## src/rtl/pkg_sched_pkg.sv

```systemverilog
// ============================================================================
// Module  : pkg_sched_pkg
// Brief   : Shared sizes, FSM encodings and fx register map for pkg_sched.
// Revision: 1.0 - initial release
// ============================================================================
`default_nettype none

package pkg_sched_pkg;

    localparam int         NCH  = 8;
    localparam int         DW   = 16;
    localparam int         CW   = 3;
    localparam logic [7:0] SYNC = 8'hA5;

    typedef enum logic [1:0] {
        ST_IDLE = 2'd0,
        ST_HDR  = 2'd1,
        ST_DATA = 2'd2
    } state_t;

    localparam logic [3:0] c_reg_mask   = 4'h0;
    localparam logic [3:0] c_reg_ovf    = 4'h1;
    localparam logic [3:0] c_reg_pend   = 4'h2;
    localparam logic [3:0] c_reg_cnt_lo = 4'h3;
    localparam logic [3:0] c_reg_cnt_hi = 4'h4;
    localparam logic [3:0] c_reg_state  = 4'h5;

    function automatic logic [DW-1:0] make_hdr(input logic [4:0] seq,
                                               input logic [CW-1:0] ch);
        return {SYNC, seq, ch};
    endfunction

endpackage

`default_nettype wire

```

## src/rtl/pkg_sched_rr_arb8.sv

```systemverilog
// ============================================================================
// Module  : rr_arb8
// Brief   : Combinational round-robin pick of the first request at/after rr.
// Revision: 1.0 - initial release
// ============================================================================
`default_nettype none

module rr_arb8
    import pkg_sched_pkg::*;
(
    input  logic [NCH-1:0] i_req,
    input  logic [CW-1:0]  i_rr,
    output logic           o_gnt_vld,
    output logic [CW-1:0]  o_gnt_idx
);

    logic [CW-1:0] w_idx;

    // Walk offsets from farthest to nearest so the nearest hit is kept.
    always_comb begin
        o_gnt_vld = 1'b0;
        o_gnt_idx = i_rr;
        w_idx     = i_rr;
        for (int i = NCH - 1; i >= 0; i--) begin
            w_idx = i_rr + CW'(i);
            if (i_req[w_idx]) begin
                o_gnt_vld = 1'b1;
                o_gnt_idx = w_idx;
            end
        end
    end

endmodule

`default_nettype wire

```

## src/rtl/pkg_sched.sv

```systemverilog
// ============================================================================
// Module  : pkg_sched
// Brief   : Round-robin packetiser of eight channel samples onto one pkg stream.
// Revision: 1.0 - initial release
// ============================================================================
`default_nettype none

module pkg_sched
    import pkg_sched_pkg::*;
(
    input  logic              clk_sys,
    input  logic              rst,
    input  logic [NCH*DW-1:0] ch_data,
    input  logic [NCH-1:0]    ch_vld,
    output logic [DW-1:0]     pkg_d,
    output logic              pkg_vld,
    input  logic              pkg_rdy,
    output logic              pkg_done,
    input  logic [21:0]       fx_waddr,
    input  logic              fx_wr,
    input  logic [7:0]        fx_data,
    input  logic [21:0]       fx_raddr,
    input  logic              fx_rd,
    output logic [7:0]        fx_q,
    input  logic [5:0]        dev_id
);

    logic [NCH-1:0][DW-1:0] r_slot;
    logic [NCH-1:0]         r_pend;
    logic [NCH-1:0]         r_mask;
    logic [NCH-1:0]         r_ovf;
    logic [CW-1:0]          r_rr;
    logic [4:0]             r_seq;
    logic [15:0]            r_pkt_cnt;
    logic [DW-1:0]          r_data;
    state_t                 r_state;

    logic [NCH-1:0]         w_cap;
    logic [NCH-1:0]         w_gnt_oh;
    logic [NCH-1:0]         w_pend_nxt;
    logic [NCH-1:0]         w_ovf_nxt;
    logic                   w_gnt_vld;
    logic [CW-1:0]          w_gnt_idx;
    logic                   w_grant;
    logic                   w_wr_hit;
    logic                   w_rd_hit;
    logic                   w_mask_wr;
    logic                   w_ovf_wr;
    logic [7:0]             w_rd_val;
    logic                   w_unused;

    assign w_unused = ^{fx_waddr[15:4], fx_raddr[15:4]};

    assign w_cap     = ch_vld & r_mask;
    assign w_wr_hit  = fx_wr && (fx_waddr[21:16] == dev_id);
    assign w_rd_hit  = fx_rd && (fx_raddr[21:16] == dev_id);
    assign w_mask_wr = w_wr_hit && (fx_waddr[3:0] == c_reg_mask);
    assign w_ovf_wr  = w_wr_hit && (fx_waddr[3:0] == c_reg_ovf);

    rr_arb8 u_arb (
        .i_req     (r_pend & r_mask),
        .i_rr      (r_rr),
        .o_gnt_vld (w_gnt_vld),
        .o_gnt_idx (w_gnt_idx)
    );

    assign w_grant = (r_state == ST_IDLE) && w_gnt_vld;

    always_comb begin
        w_gnt_oh = '0;
        if (w_grant) begin
            w_gnt_oh[w_gnt_idx] = 1'b1;
        end
    end

    // A fresh capture keeps the channel pending even while it is being granted;
    // a mask write clearing a bit drops that channel's pending sample outright.
    assign w_pend_nxt = ((r_pend & ~w_gnt_oh) | w_cap)
                      & (w_mask_wr ? fx_data : {NCH{1'b1}});
    assign w_ovf_nxt  = (w_ovf_wr ? (r_ovf & ~fx_data) : r_ovf)
                      | (w_cap & r_pend & ~w_gnt_oh);

    always_ff @(posedge clk_sys) begin
        if (rst) begin
            r_slot <= '0;
        end else begin
            for (int k = 0; k < NCH; k++) begin
                if (w_cap[k]) begin
                    r_slot[k] <= ch_data[k*DW +: DW];
                end
            end
        end
    end

    always_ff @(posedge clk_sys) begin
        if (rst) begin
            r_pend    <= '0;
            r_mask    <= '1;
            r_ovf     <= '0;
            r_rr      <= '0;
            r_seq     <= '0;
            r_pkt_cnt <= '0;
            r_data    <= '0;
            r_state   <= ST_IDLE;
            pkg_d     <= '0;
            pkg_vld   <= 1'b0;
            pkg_done  <= 1'b0;
        end else begin
            r_pend <= w_pend_nxt;
            r_ovf  <= w_ovf_nxt;
            if (w_mask_wr) begin
                r_mask <= fx_data;
            end
            case (r_state)
                ST_IDLE: begin
                    if (w_gnt_vld) begin
                        r_data   <= r_slot[w_gnt_idx];
                        r_rr     <= w_gnt_idx + 1'b1;
                        r_state  <= ST_HDR;
                        pkg_vld  <= 1'b1;
                        pkg_d    <= make_hdr(r_seq, w_gnt_idx);
                        pkg_done <= 1'b0;
                    end
                end
                ST_HDR: begin
                    if (pkg_rdy) begin
                        r_state  <= ST_DATA;
                        pkg_d    <= r_data;
                        pkg_done <= 1'b1;
                    end
                end
                ST_DATA: begin
                    if (pkg_rdy) begin
                        r_state   <= ST_IDLE;
                        pkg_vld   <= 1'b0;
                        pkg_done  <= 1'b0;
                        r_seq     <= r_seq + 1'b1;
                        r_pkt_cnt <= r_pkt_cnt + 16'd1;
                    end
                end
                default: begin
                    r_state  <= ST_IDLE;
                    pkg_vld  <= 1'b0;
                    pkg_done <= 1'b0;
                end
            endcase
        end
    end

    always_comb begin
        w_rd_val = 8'h00;
        case (fx_raddr[3:0])
            c_reg_mask:   w_rd_val = r_mask;
            c_reg_ovf:    w_rd_val = r_ovf;
            c_reg_pend:   w_rd_val = r_pend;
            c_reg_cnt_lo: w_rd_val = r_pkt_cnt[7:0];
            c_reg_cnt_hi: w_rd_val = r_pkt_cnt[15:8];
            c_reg_state:  w_rd_val = {6'b0, r_state};
            default:      w_rd_val = 8'h00;
        endcase
    end

    always_ff @(posedge clk_sys) begin
        if (rst) begin
            fx_q <= 8'h00;
        end else begin
            fx_q <= w_rd_hit ? w_rd_val : 8'h00;
        end
    end

endmodule

`default_nettype wire

```

## config.mk

```make
export PLATFORM = sky130hd
export DESIGN_NAME = pkg_sched
export DESIGN_NICKNAME = d
export VERILOG_FILES = /design/src/rtl/pkg_sched_pkg.sv /design/src/rtl/pkg_sched_rr_arb8.sv /design/src/rtl/pkg_sched.sv
export SDC_FILE = /design/constraint.sdc
export NUM_CORES = 1
export LEC_CHECK = 0
export BUFFER_PORTS_ARGS = -buffer_cell sky130_fd_sc_hd__buf_2
export CORE_ASPECT_RATIO = 1.75
export CORE_MARGIN = 5
export CORE_UTILIZATION = 30
export CTS_CLUSTER_DIAMETER = 30
export DETAILED_ROUTE_END_ITERATION = 10
export HOLD_SLACK_MARGIN = 0.12
export PLACE_DENSITY = 0.52
export SETUP_SLACK_MARGIN = 0.5
export SYNTH_ARGS = -nofsm -noshare
export SYNTH_HDL_FRONTEND = slang
export SYNTH_SLANG_ARGS = --single-unit
```

## constraint.sdc

```tcl
create_clock -name clk_sys -period 5.04 [get_ports clk_sys]
set_clock_uncertainty 0.1 [all_clocks]
set_input_delay 1.008 -clock clk_sys [delete_from_list [all_inputs] [get_ports clk_sys]]
set_output_delay 1.008 -clock clk_sys [all_outputs]
set_load 0.005 [all_outputs]
```

Yosys cells after proc, flatten, opt, wreduce, memory -nomap -nowiden --
Index checks and enable logic that the tools add are counted.
Storage, ports and cells: word-level logic and storage cells 135, bits in registers 220, input port bits 199, output and inout bits 26
Operators by class: equality and inequality tests 13, reduce and logical (&&, ||, !) cells 16, bitwise operators 13, add/sub/neg operators 10, magnitude comparators 10, multiplexer cells 53
Operators by type and width (number):
- $and A8 B8 Y8 | 7
- $bmux W16 S3 | 1
- $mux W16 | 3
- $pmux W8 S6 | 1
- $lt A3 B4 Y1 const B | 9
- $pmux W16 S2 | 1
- $bmux W1 S3 | 8
- $mux W3 | 8
- $mux W8 | 3
- $mux W1 | 21
- $add A16 B1 Y16 const B | 1
- $not A8 Y8 | 2
- $or A8 B8 Y8 | 2
- $add A3 B3 Y3 const B | 4
- $eq A6 B6 Y1 | 2
- $reduce_and A3 Y1 | 3
- $eq A4 B1 Y1 const B | 2
- $eq A4 B2 Y1 const B | 2
- $eq A4 B3 Y1 const B | 2
- $logic_not A4 Y1 | 2
- $add A3 B1 Y3 const B | 2
- $add A3 B2 Y3 const B | 2
- $logic_and A1 B1 Y1 | 6
- $mux W2 | 3
- other kinds (13) | 18

Logic depth before layout (Yosys ltp) --
depth after elaboration 20, gate-level depth with buffers 16, mapped depth without buffers 11

By module --
From an unflattened synthesis, not the netlist that was laid out.
Second synthesis, totals: cells, all modules 1246, area total of the unflattened synthesis 10342.4 µm²
Modules (own cells, without submodules):
- pkg_sched | cells an instance 1144, seq. area each 4384.2 µm², area each 9404.0 µm², times used 1
- rr_arb8 | cells an instance 102, seq. area each 0.0 µm², area each 938.4 µm², times used 1

Worst setup path after synthesis --
Ideal clock, no wire load.
path kind reg-to-reg, start reg r_rr[0], end reg r_data[13], cell stages (with the launch flop) 15, data arrival time 3431 ps, data required time 4811 ps, library setup time 129 ps, setup slack 1381 ps, cell sequence dfxtp_1 -> buf_6 -> buf_6 -> inv_2 -> ha_1 -> clkbuf_1 -> clkbuf_1 -> mux4_2 -> a2bb2oi_1 -> a2111oi_1 -> o21ai_2 -> buf_2 -> buf_2 -> a311oi_1 -> a211oi_2
On the way: cells in the longest elaborated chain, start to end 13, elaborated cells on any way between the ends 42, classes of those cells add/sub (7); mux (34); reduce/logical (1)
Ends and longest elaborated chain:
- from (decl) | line pkg_sched.sv:32 | logic [CW-1:0] r_rr;
- from (signal assigned) | line pkg_sched.sv:118 | r_rr <= w_gnt_idx + 1'b1;
- $add A3 B3 Y3 | line pkg_sched_rr_arb8.sv:25 | w_idx = i_rr + CW'(i);
- $bmux W1 S3 | line pkg_sched_rr_arb8.sv:26 | if (i_req[w_idx]) begin
- $mux W1 (implied by the code) | line pkg_sched_rr_arb8.sv:26
- $mux W3 (8 in a row) | line pkg_sched_rr_arb8.sv:26
- $bmux W16 S3 | line pkg_sched.sv:117 | r_data <= r_slot[w_gnt_idx];
- $mux W16 (implied by the code) | line pkg_sched.sv:117
- to (signal assigned) | line pkg_sched.sv:117
- to (decl) | line pkg_sched.sv:35 | logic [DW-1:0] r_data;
Parallel ways exist; a longest one is shown, timed or not. The select of a mux whose other input is x is not followed. A chain may end at the register's enable or synchronous reset.

Final worst setup path --
start reg r_rr[0], end reg r_data[4]
Same word-level chain as after synthesis.

==> flow_summary.yaml <==
outcome:
  status: "finished, final reports clean"
sta:
  finalMaxSlewViolations: 0
  worst_pin_slew_ns: 0.9560
  max-slew-margin-rel_pct: 36.13
  period_share_pct: 83.80
  maxClockFrequency_mhz: 236.8
  report.final.hold_viol_count: 0
  final_critical_path_setup_slack_ns: 0.8167
  total_neg_setup_slack_ns: 0
  rsz0062_at_grt: "false"
  holdWs_ns: 0.3474
  setup_viol: 0
  final_period_minus_worst_setup_slack_ns: 4.223
global_routing:
  maximum_number_of_pins_on_one_net_before_global_route_repair: 79
  number_of_antenna_violations_at_the_first_check_in_global_routing: 0
  globalRouteTotalUtil_pct: 18.87
  first_global_vias: 10068
  grt_pass1_wl_mm: 57.70
  grt_overflow: 0
worst_setup_path:
  setup.worst_path.start_class: "flop"
  critical-path-max-stage-delay_ns: 0.68
  worst-endpoint-required_ns: 5.33
  endpoint_kind: "flop"
  crit_path_max_fanout: 16
  cpMaxStageDelayCell: "sky130_fd_sc_hd__a2111oi_1"
  timing.critical_path.mode_cell: "sky130_fd_sc_hd__buf_4"
  worst-setup-path-type: "flop to flop"
  cp.arrival_ns: 4.51
  cp_cell_sequence: "buf_4 > ha_1 > xnor2_1 > mux4_2 > a2bb2oi_1 > a2111oi_1 > o21ai_4 > buf_4 > and3_1 > a311oi_2 > buf_4 > a211oi_2"
finish:
  design.final.nets: 1675
  fillerInstances: 3695
  num_antenna_cells: 0
  most_common_cell_after_layout_fill_and_taps_aside: "sky130_fd_sc_hd__nand2_1"
  area_growth_pct: 26.73
  drive_above_1_share_pct: 24.53
  final_cell_mix: "322 x sky130_fd_sc_hd__nand2_1, 219 x sky130_fd_sc_hd__dfxtp_1, 199 x sky130_fd_sc_hd__buf_2"
  layout.cell_area.non_filler_mm2: 0.01340
route:
  detail_route.wl_per_cell_um: 19.63
  routed-via-count: 9828
  antenna_violating_nets_post_route: 0
  wl_mm: 38.58
  drt_iter0_markers: 479
  remaining_drc_errors: 0
  drt-pass1-iter-count: 5
  vias_per_cell: 5.002
logic_synthesis:
  area_of_the_mapped_netlist_mm2: 0.01057
  seq_area_frac_synth_pct: 41.46
  syn_nets: 1493
  synth_async_sr_flop_share_pct: 0
  synth_flop_cell: "sky130_fd_sc_hd__dfxtp_1"
  synth_enable_flop_cells: 0
  synth.top_cells.by_area: "sky130_fd_sc_hd__dfxtp_1 41%, sky130_fd_sc_hd__nand2_1 11%, sky130_fd_sc_hd__a21oi_1 7.2%"
  postSynthCellCount: 1290
  synth_cell_types: 69
  flip_flop_and_latch_count_after_synthesis: 219
  synth-warning-count: 0
  synth.top_cell.area_share_pct: 41.46
  yosys.area.top_type: "sky130_fd_sc_hd__dfxtp_1"
  syn_area_per_cell_um2: 8.197
clock_tree:
  clkSlewWorstSetupHoldPaths_ns: 0.05
  numCtsBuffers: 37
  clock_tree_from_tritoncts: "built"
  cts.sink_count: 219
  cts_root_buffer: "sky130_fd_sc_hd__clkbuf_16"
  cts.htree.levels: 2
  post-cts-setup-buffer-count: 0
  cts.path.max_buffers: 3
  clock_latency_ns: 0.52
pwr:
  leakage_nw: 5.438
  power_per_cell_area_mw_per_mm2: 703.0
  power.ir.vdd_worst_mv: 0.4707
placement:
  dp_area_mm2: 0.01208
  gp_routability_congestion: 0.9109
  place_worst_setup_slack_ns: 0.5590
  dpl.hpwl_mm: 29.98
  buffer_ports.inserted: 200
floorplan:
  dieHeight_um: 258.4
  floorplan.die_area_mm2: 0.03925
  core.rowCount: 91
  die_w_um: 151.9
  core_area_mm2: 0.03507
  ioPinCount: 225
  start_util_pct: 30.15
run:
  drv_cap: 0
worst_hold_path:
  min-delay-path-class: "flop to flop"
state kept, by name, indices dropped and copies added (netlist names), 3 cells and up:
signal / cells
r_pend: 8
r_pkt_cnt: 16
r_data: 16
fx_q: 8
r_rr: 3
r_mask: 8
r_seq: 5
pkg_d: 16
r_ovf: 8
r_slot: 128
cell type report:
cell class	instances	area, um2	share of cell area (%)
multi-input cells	950	5694	42.49
inverters	25	93.84	0.7003
repair buffers	239	1338	9.981
clock inverters	27	350.3	2.614
clock buffers	40	958.4	7.152
well taps	465	581.8	4.342
flip-flops and latches	219	4384	32.72
stage by stage:
step	total power, mW	instances	util [%]
finish	9.420	1965	38.21
global placement	6.804	1898	34.44
CTS	9.477	1965	38.18
global route	9.889	1965	38.21
detailed placement	6.813	1898	34.44
floorplan	5.083	1290	-
synthesized netlist by cell type, types with 13 or more instances:
library cell	number
sky130_fd_sc_hd__nand2_1	322
sky130_fd_sc_hd__dfxtp_1	219
sky130_fd_sc_hd__a21oi_1	153
sky130_fd_sc_hd__nor2_1	72
sky130_fd_sc_hd__clkbuf_1	70
sky130_fd_sc_hd__a211oi_1	30
sky130_fd_sc_hd__a211oi_2	26
sky130_fd_sc_hd__a311oi_1	23
sky130_fd_sc_hd__o21bai_1	23
sky130_fd_sc_hd__inv_1	21
sky130_fd_sc_hd__o211ai_1	21
sky130_fd_sc_hd__xor2_1	21
sky130_fd_sc_hd__and3_1	20
sky130_fd_sc_hd__nand3_1	19
sky130_fd_sc_hd__nand2b_1	18
sky130_fd_sc_hd__o21ai_0	16
sky130_fd_sc_hd__mux2i_1	15
sky130_fd_sc_hd__xnor2_1	15
sky130_fd_sc_hd__buf_2	13
what timing repair did:
action	in CTS	in global routing
hold buffers	0	0
endpoints found under the setup margin	0	2
gates resized for setup	0	2
final timing paths:
kind	start	endpoint	slack (ns)	cells after the start
worst min register to register	r_slot[19]$_SDFFE_PP0P_	r_slot[19]$_SDFFE_PP0P_	0.35	2
worst max register to register	r_rr[0]$_SDFFE_PP0P_	r_data[4]$_SDFFE_PP0P_	0.82	12
worst min-delay path	r_slot[19]$_SDFFE_PP0P_	r_slot[19]$_SDFFE_PP0P_	0.35	2
worst max-delay path	r_rr[0]$_SDFFE_PP0P_	r_data[4]$_SDFFE_PP0P_	0.82	12
power by group:
group / total [mW] / switching (mW) / internal, mW
combinational: 4.68 / 2.88 / 1.80
sequential: 2.10 / 0.163 / 1.94
clock: 2.64 / 0.931 / 1.71
total: 9.42 / 3.98 / 5.44
per-layer routing:
metal	track usage, %	routed length [um]
met1	19.33	14070
met5	0	0
met3	3.091	1630
met4	10.32	2227
met2	36.11	20650
kinds of logic (layout without fill, tap and decap cells):
logic type | Yosys count | after routing | share of synthesized area, %
AOI/OAI and AO/OA | 349 | 349 | 22.64
xor gates and xnor gates | 36 | 36 | 2.982
adders and majority gates | 4 | 4 | 0.4733
buffers and inverters | 121 | 331 | 5.053
DFF | 219 | 219 | 41.46
muxes | 46 | 46 | 6.177
and+or+nand+nor | 515 | 515 | 21.22
critical path, delay by kind of cell (launching register included):
| kind | cells | cell delay [ns] |
|---|---|---|
| simple gates | 1 | 0.20 |
| xor+xnor | 1 | 0.37 |
| compound gates | 5 | 1.47 |
| mux | 1 | 0.64 |
| flops | 1 | 0.36 |
| buf+inv | 3 | 0.63 |
| fa+ha+maj | 1 | 0.29 |
(Power assumes the default switching activity.)
